===== config.mk =====
export PLATFORM = sky130hd
export DESIGN_NAME = mul_iter_booth
export DESIGN_NICKNAME = d
export VERILOG_FILES = /design/src/rtl/mul_iter_booth.sv
export SDC_FILE = /design/constraint.sdc
export NUM_CORES = 2
export LEC_CHECK = 0
export BUFFER_PORTS_ARGS = -buffer_cell sky130_fd_sc_hd__buf_2
export CORE_AREA = 2 2 373 227
export CTS_BUF_LIST = sky130_fd_sc_hd__clkbuf_4 sky130_fd_sc_hd__clkbuf_8
export DETAILED_ROUTE_END_ITERATION = 8
export DIE_AREA = 0 0 375 229
export PLACE_DENSITY = 0.69
export SYNTH_ARGS = -nofsm -noshare
export SYNTH_HDL_FRONTEND = slang
export SYNTH_SLANG_ARGS = --single-unit

===== constraint.sdc =====
create_clock -name clk -period 4.55 [get_ports clk]
set_input_delay 0.91 -clock clk [delete_from_list [all_inputs] [get_ports clk]]
set_output_delay 0.91 -clock clk [all_outputs]
set_load 0.01 [all_outputs]

===== src/rtl/mul_iter_booth.sv =====
// mul_iter_booth: iterative radix-4 Booth multiplier for the RV64M execute stage.
// Two Booth partial products per cycle are folded into a carry-save accumulator
// through a 4:2 compressor (csa4). One final carry-propagate add then yields the
// 2*XLEN-bit product. The op selects the low half (MUL) or the high half.
//
// Ports:
//   clk, rst_n            clock, asynchronous active-low reset
//   in_valid / in_ready   request handshake; in_ready is high only in IDLE
//   in_op                 00 MUL, 01 MULH, 10 MULHSU, 11 MULHU
//   in_a, in_b, in_tag    operands (rs1, rs2) and destination tag
//   flush                 abort any in-flight or held operation
//   out_valid / out_ready result handshake
//   out_result, out_tag   selected product slice and tag of the request

// 4:2 carry-save compressor built from two 3:2 layers. The LSB of each carry
// vector is free, so cin and cin2 inject two independent +1 terms. These are the
// two's-complement corrections for negated Booth partial products.
module csa4 #(
    parameter int W = 8
) (
    input  logic [W-1:0] a,
    input  logic [W-1:0] b,
    input  logic [W-1:0] c,
    input  logic [W-1:0] d,
    input  logic         cin,
    input  logic         cin2,
    output logic [W-1:0] sum,
    output logic [W-1:0] carry
);
    logic [W-1:0] s1;
    logic [W-1:0] c1;
    logic [W-2:0] m1;
    logic [W-2:0] m2;

    assign s1    = a ^ b ^ c;
    assign m1    = (a[W-2:0] & b[W-2:0]) | (a[W-2:0] & c[W-2:0]) | (b[W-2:0] & c[W-2:0]);
    assign c1    = {m1, cin};
    assign sum   = s1 ^ c1 ^ d;
    assign m2    = (s1[W-2:0] & c1[W-2:0]) | (s1[W-2:0] & d[W-2:0]) | (c1[W-2:0] & d[W-2:0]);
    assign carry = {m2, cin2};
endmodule

module mul_iter_booth #(
    parameter int XLEN  = 64,
    parameter int TAG_W = 5
) (
    input  logic             clk,
    input  logic             rst_n,
    input  logic             in_valid,
    output logic             in_ready,
    input  logic [1:0]       in_op,
    input  logic [XLEN-1:0]  in_a,
    input  logic [XLEN-1:0]  in_b,
    input  logic [TAG_W-1:0] in_tag,
    input  logic             flush,
    output logic             out_valid,
    input  logic             out_ready,
    output logic [XLEN-1:0]  out_result,
    output logic [TAG_W-1:0] out_tag
);
    localparam int EW   = XLEN + 2;          // extended operand width
    localparam int MW   = EW + 1;            // multiplier with implicit b[-1]
    localparam int AW   = 2 * XLEN + 4;      // accumulator width
    localparam int ITER = (XLEN / 2 + 2) / 2;
    localparam int CW   = $clog2(ITER);
    localparam logic [CW-1:0] LAST = CW'(ITER - 1);

    typedef enum logic [1:0] {IDLE, BUSY, FINAL, DONE} state_t;

    state_t             state;
    logic [1:0]         op_q;
    logic [TAG_W-1:0]   tag_q;
    logic [CW-1:0]      cnt;
    logic [AW-1:0]      acc_sum;
    logic [AW-1:0]      acc_carry;
    logic [AW-1:0]      mcand;    // a, pre-shifted to the weight of the current digit pair
    logic [MW-1:0]      mplier;   // {b, 0}, arithmetic-shifted right four bits per cycle

    logic               a_sgn;
    logic               b_sgn;
    logic signed [EW-1:0] a_ext;
    logic signed [EW-1:0] b_ext;
    logic [AW-1:0]      pp0;
    logic [AW-1:0]      pp1;
    logic               neg0;
    logic               neg1;
    logic [AW-1:0]      csa_sum;
    logic [AW-1:0]      csa_carry;
    logic [2*XLEN-1:0]  prod;

    function automatic logic booth_neg(input logic [2:0] d);
        // 111 is digit 0, so it is not treated as a negation
        return d[2] & ~(d[1] & d[0]);
    endfunction

    // One's-complement partial product; the +1 of a negation is added separately
    function automatic logic [AW-1:0] booth_pp(input logic [2:0] d, input logic [AW-1:0] m);
        logic [AW-1:0] mag;
        case (d)
            3'b001, 3'b010, 3'b101, 3'b110: mag = m;
            3'b011, 3'b100:                 mag = m << 1;
            default:                        mag = '0;
        endcase
        return booth_neg(d) ? ~mag : mag;
    endfunction

    always_comb begin
        a_sgn = (in_op != 2'b11);
        b_sgn = ~in_op[1];
        a_ext = {{2{a_sgn & in_a[XLEN-1]}}, in_a};
        b_ext = {{2{b_sgn & in_b[XLEN-1]}}, in_b};
        neg0  = booth_neg(mplier[2:0]);
        neg1  = booth_neg(mplier[4:2]);
        pp0   = booth_pp(mplier[2:0], mcand);
        pp1   = booth_pp(mplier[4:2], mcand << 2);
        prod  = acc_sum[2*XLEN-1:0] + acc_carry[2*XLEN-1:0];
    end

    csa4 #(.W(AW)) u_csa4 (
        .a     (acc_sum),
        .b     (acc_carry),
        .c     (pp0),
        .d     (pp1),
        .cin   (neg0),
        .cin2  (neg1),
        .sum   (csa_sum),
        .carry (csa_carry)
    );

    always_ff @(posedge clk or negedge rst_n) begin
        if (!rst_n) begin
            state      <= IDLE;
            in_ready   <= 1'b1;
            out_valid  <= 1'b0;
            out_result <= '0;
            out_tag    <= '0;
            op_q       <= '0;
            tag_q      <= '0;
            cnt        <= '0;
            acc_sum    <= '0;
            acc_carry  <= '0;
            mcand      <= '0;
            mplier     <= '0;
        end else if (flush) begin
            state     <= IDLE;
            in_ready  <= 1'b1;
            out_valid <= 1'b0;
        end else begin
            case (state)
                IDLE: begin
                    if (in_valid) begin
                        state     <= BUSY;
                        in_ready  <= 1'b0;
                        op_q      <= in_op;
                        tag_q     <= in_tag;
                        cnt       <= '0;
                        acc_sum   <= '0;
                        acc_carry <= '0;
                        mcand     <= {{(AW - EW){a_ext[EW-1]}}, a_ext};
                        mplier    <= {b_ext, 1'b0};
                    end
                end
                BUSY: begin
                    acc_sum   <= csa_sum;
                    acc_carry <= csa_carry;
                    mcand     <= mcand << 4;
                    // sign fill makes the digit past the last real one decode as 0
                    mplier    <= {{4{mplier[MW-1]}}, mplier[MW-1:4]};
                    cnt       <= cnt + 1'b1;
                    if (cnt == LAST) state <= FINAL;
                end
                FINAL: begin
                    out_result <= (op_q == 2'b00) ? prod[XLEN-1:0] : prod[2*XLEN-1:XLEN];
                    out_tag    <= tag_q;
                    out_valid  <= 1'b1;
                    state      <= DONE;
                end
                default: begin
                    if (out_ready) begin
                        out_valid <= 1'b0;
                        in_ready  <= 1'b1;
                        state     <= IDLE;
                    end
                end
            endcase
        end
    end
endmodule


Yosys cells after proc, flatten, opt, wreduce, memory -nomap -nowiden

Index checks and enable logic that the tools add are counted.

Flip-flop bits (word level): 548
Input port bits: 140
Output and inout port bits: 71
Logic and storage cells: 108

Add/subtract/negate cells: 2
Equality and inequality tests: 21
Muxes and demuxes: 26
Bitwise operators: 27
Reductions and logical operators: 19

Operators by type and width:

| kind                                                                  | count |
|---|---|
| 132-bit one-hot mux with 2 select lines                               | 5 |
| 131-bit bitwise AND                                                   | 6 |
| 132-bit two-way mux                                                   | 4 |
| 132-bit XOR                                                           | 4 |
| 131-bit bitwise OR                                                    | 4 |
| 132-bit NOT                                                           | 2 |
| 67-bit one-hot mux with 2 select lines                                | 1 |
| 128-bit adder                                                         | 1 |
| 67-bit two-way mux                                                    | 1 |
| 64-bit two-way mux                                                    | 1 |
| 3-bit equality test, second input constant                            | 6 |
| 3-bit by 2-bit equality test with 1-bit output, second input constant | 4 |
| 3-bit AND reduction                                                   | 4 |
| 5-bit one-hot mux with 2 select lines                                 | 1 |
| 2-bit two-way mux                                                     | 4 |
| 2-bit OR reduction                                                    | 4 |
| 4-bit OR reduction                                                    | 2 |
| 1-bit bitwise AND                                                     | 6 |
| 3-bit by 1-bit equality test with 1-bit output, second input constant | 2 |
| 3-bit != test, second input constant                                  | 2 |
| 2-bit one-hot mux with 3 select lines                                 | 1 |
| 3-bit nonzero test                                                    | 2 |
| 5-bit by 1-bit adder with 5-bit output, second input constant         | 1 |
| 5-bit equality test, second input constant                            | 1 |
| 13 further kinds                                                      | 26 |

Depth between registers and ports, before layout

Depth after elaboration: 12
Gate-level depth with buffers: 13
Mapped depth without buffers: 11

Hierarchy

From an unflattened synthesis, not the netlist that was laid out.

Cell total of the unflattened synthesis: 4,732
Area total of the unflattened synthesis: 42,836.1 um^2

By module, submodules not included:

| module         | times used | cells each | area an instance (um^2) | sequential area each (um^2) |
|---|---|---|---|---|
| mul_iter_booth | 1          | 3,685      | 34,611.9                | 13,714.4 |
| csa4           | 1          | 1,047      | 8,224.1                 | 0.0 |

Worst setup path before layout

Ideal clock, no wire load.

Path kind: reg2reg
Start point: reg acc_sum[45]
End point: reg out_result[57]
Setup time: 131 ps
Arrival time: 3,010 ps
Data required time: 4,419 ps
Path slack: 1,408 ps
Stages on the path, launching flop included: 13
Buffers on the path: 1
Period minus slack after synthesis: 3,142 ps
Cells stage by stage: dfrtp_1 -> ha_1 -> buf_2 -> nand2_2 -> nor4_4 -> nand4_2 -> a211oi_2 -> o21ai_2 -> a2111o_1 -> a211o_1 -> a21oi_1 -> nor4_1 -> or3_1

Word-level cells in the longest chain between the ends: 2

Ends and longest elaborated chain:

| element                | line | RTL |
|---|---|---|
| from (decl)            | 74   | `logic [AW-1:0] acc_sum;` |
| from (signal assigned) | 164  | `acc_sum <= csa_sum;` |
| 128-bit adder          | 116  | `prod = acc_sum[2*XLEN-1:0] + acc_carry[2*XLEN-1:0];` |
| 64-bit two-way mux     | 173  | `out_result <= (op_q == 2'b00) ? prod[XLEN-1:0] : prod[2*XLEN-1:XLEN];` |
| to (signal assigned)   | 173  |  |
| to (decl)              | 58   | `output logic [XLEN-1:0] out_result,` |

No other way between the ends.
A chain may end at the register's enable or synchronous reset.

Worst setup path in the final report

Start point: reg acc_sum[6]
End point: reg out_result[63]

The elaborated chain is that of the path after synthesis.

==> impl_metrics.py <==
metrics = {
    "place": {
        "placedInstanceArea_um2": 43300,
        "pre_cts_slack_ns": 0.546,
        "gp_congestion": 1.06,
        "io_buffers": 210,
        "hpwl_mm": 107,
    },
    "power_and_ir_drop": {
        "ir_worst_vdd_mv": 0.592,
        "p_int_uw": 18900,
        "power_leakage_uw": 0.0183,
        "comb_power_share": 0.626,
        "clockPowerShare": 0.138,
        "powerDensity_nw_per_um2": 801,
        "switching_power_uw": 17400,
        "switching_share": 0.479,
        "total_power_uw": 36300,
        "sequentialPowerShare": 0.237,
    },
    "timing": {
        "worstMarginPinSlew_ns": 1.05,
        "period_minus_slack_ns": 4.26,
        "finalClockSkew_ns": 0.0487,
        "layout_setup_ws_ns": 0.286,
        "finalMaxSlewViolations": 0,
        "slew_headroom": 0.286,
        "holdWs_ns": 0.141,
        "clock.fmax_mhz": 235,
        "fin_crit_sh": 0.937,
        "fin_tns_setup_ns": 0,
        "rsz0062_at_grt": "false",
        "hold_viol_final": 0,
        "setup_viol": 0,
    },
    "detailed_routing": {
        "vias": 35500,
        "wl_per_cell_um": 25.0,
        "wl_met2_mm": 54.8,
        "first_pass_iters": 8,
        "first_iter_violations": 4487,
        "top_layer": "met5",
        "ant_nets": 0,
        "route.detailed.drc": 0,
        "via_per_inst": 6.28,
        "wl_met3_mm": 16.6,
        "wl_met1_mm": 67.9,
        "routed_wirelength_mm": 142,
    },
    "floorplanning": {
        "die_y_um": 229,
        "rows": 82,
        "core-area_um2": 82600,
        "ios": 211,
        "start_util": 0.497,
        "die_area_um2": 85900,
        "die_w_um": 375,
    },
    "layout": {
        "fill_cells": 7538,
        "layout.nets": 5026,
        "layout-drive-gt1-share": 0.113,
        "area_growth_pct": 10.5,
        "postLayoutCellArea_um2": 45300,
        "multi_input_area_um2": 25100,
        "regArea_um2": 13400,
    },
    "critical_path": {
        "path_class": "reg -> reg",
        "crit_path_start_kind": "register",
        "critPathMaxFanout": 6,
        "cp-end-kind": "register",
        "arrival_ns": 4.92,
        "worst_ep_required_time_ns": 5.20,
    },
    "status": {
        "status": "finished clean",
    },
    "job": {
        "max_cap_viol_count": 0,
    },
    "synth": {
        "ys_seq_elements": 536,
        "synthFlopType": "dfrtp_1",
        "synthArstFlopShare": 1.00,
        "synth_cell_types": 89,
        "ys_seq_area_frac": 0.327,
        "synthCells": 4426,
        "avgSynthCellArea_um2": 9.27,
        "yosysWarnings": 0,
        "syn_nets": 4957,
        "synth_edf_count": 0,
        "synthesis.area_um2": 41000,
    },
    "global_routing": {
        "antenna_found_initial": 1,
        "gr-total-overflow": 0,
        "grt_pass1_wl_mm": 219,
        "grt_pass1_vias": 34500,
        "grt_util_all_layers": 0.330,
        "grt_start_max_net_pins": 169,
    },
    "clock_tree": {
        "clockBufferDepth": 3,
        "ctsResizeCount": 0,
        "cts_sinks": 536,
        "insertion_delay_ns": 0.79,
        "htree_num_levels": 3,
        "root_buffer": "clkbuf_8",
        "cts.clk_slew.worst_paths_ns": 0.07,
        "postCtsHoldBufs": 0,
        "cts_tree": "yes",
        "postCtsSetupBuffers": 0,
        "numCtsBuffers": 89,
    },
    "worst_hold_path": {
        "hp-class": "in -> async",
    },
}
cells in the final DEF, fill, tap and decap left out, drive strengths merged, types with 8 or more instances in the layout:
cell type / count
dfrtp: 535
o21ai: 416
inv: 365
xnor2: 317
nand2: 313
buf: 305
a22oi: 273
fa: 254
a21oi: 244
nor2: 189
nand3b: 161
clkbuf: 141
ha: 137
o22ai: 107
nand4: 76
mux2i: 74
a221o: 69
a222oi: 60
a21o: 50
nor3: 45
xor2: 45
nand3: 38
o21bai: 38
o21a: 36
a31oi: 25
o211ai: 18
a211oi: 17
or3: 16
nand2b: 16
a21boi: 13
a221oi: 12
and3: 11
mux2: 11
clkinv: 11
or2: 9
o31ai: 8
Yosys cell counts, types with 9 or more instances:
master    instances  share of area
mux2i_1          74          0.018
o21a_1           36         0.0066
a21boi_0         12         0.0022
o21bai_1         38         0.0070
a222oi_1         60          0.015
ha_1            137          0.042
mux2_2           11         0.0030
and3_1           10         0.0015
a22oi_1         273          0.050
xnor2_1         317          0.068
or3_1            16         0.0024
a211oi_1         16         0.0029
nand3b_1        161          0.029
a21o_1           50         0.0092
xor2_1           45         0.0096
a221oi_1         12         0.0026
nand2b_1         16         0.0024
o21ai_1           9         0.0011
o22ai_1         107          0.016
buf_2            24         0.0029
a221o_1          69          0.017
nor3_1           45         0.0055
nand2_1         311          0.028
dfrtp_1         535           0.33
inv_1           362          0.033
clkbuf_1        260          0.024
nand3_1          38         0.0046
o21ai_0         405          0.049
a21oi_1         244          0.030
buf_1            41         0.0038
fa_1            254           0.12
nand4_1          75          0.011
o211ai_1         17         0.0031
a31oi_1          25         0.0038
nor2_1          188          0.017
path summary, 6_finish.rpt:
kind,start,to,slack [ns],depth (start not counted)
setup / recovery,acc_sum[6]$_DFFE_PN0P_,out_result[63]$_DFFE_PN0P_,0.29,11
hold / removal,rst_n,tag_q[3]$_DFFE_PN0P_,0.14,1
setup reg to reg,acc_sum[6]$_DFFE_PN0P_,out_result[63]$_DFFE_PN0P_,0.29,11
hold reg to reg,tag_q[2]$_DFFE_PN0P_,out_tag[2]$_DFFE_PN0P_,0.46,2
max in group asynchronous,rst_n,mcand[94]$_DFFE_PN0P_,3.30,2
min in group clk,in_a[7],mcand[7]$_DFFE_PN0P_,0.33,3
sequential cells by signal (all words and copies together) (netlist names):
| name | flops |
|---|---|
| acc_carry | 128 |
| acc_sum | 128 |
| mcand | 128 |
| mplier | 67 |
| out_result | 64 |
| cnt | 5 |
| out_tag | 5 |
| tag_q | 5 |
| op_q | 2 |
| state | 2 |
| in_ready | 1 |
| out_valid | 1 |
worst max-delay path, stage by stage (launching register included):
cell	delay (ns)
dfrtp_1	0.39
ha_1	0.39
a21oi_1	0.28
o21ai_1	0.19
a211o_1	0.39
a211o_1	0.35
a211oi_1	0.65
nor4b_1	0.24
nand2b_1	0.23
a311oi_1	0.46
xnor2_1	0.28
a21oi_1	0.27
cell families after synthesis:
logic type | count (synthesis) | synth area share
xor gates and xnor gates | 362 | 0.0773
muxes | 85 | 0.0211
buffers and inverters | 690 | 0.0639
and+or+nand+nor | 915 | 0.113
adders and majority gates | 391 | 0.166
AOI/OAI and AO/OA | 1447 | 0.232
DFF | 536 | 0.327
stage by stage:
step	utilization	cells
2_1_floorplan	-	4426
3_3_place_gp	0.524	5496
3_5_place_dp	0.524	5496
4_1_cts	0.549	5656
5_1_grt	0.549	5656
6_report	0.549	5657
final cells by class:
class	instances	area share
Inverter	363	0.0302
Sequential cell	536	0.296
Clock buffer	141	0.0398
Timing Repair Buffer	305	0.0452
Clock inverter	19	0.00527
Antenna cell	1	0.0000552
Tap cell	1092	0.0301
Multi-Input combinational cell	3200	0.553
metal layers:
metal | track usage | vias up
met1 | 0.524 | 17600
met5 | 0 | -
met3 | 0.110 | 163
met4 | 0.0607 | 2
met2 | 0.430 | 1794
li1 | - | 16000
power by group through the flow:
stage               Combinational, µW  Clock (µW)  Sequential (µW)
CTS                             22500        5080             8530
global placement                21800           0             8550
detailed placement              22300           0             8610
finish                          22700        5000             8600
floorplan                       16300           0             7920
global route                    25400        5280             8810
(Power assumes the default switching activity.)
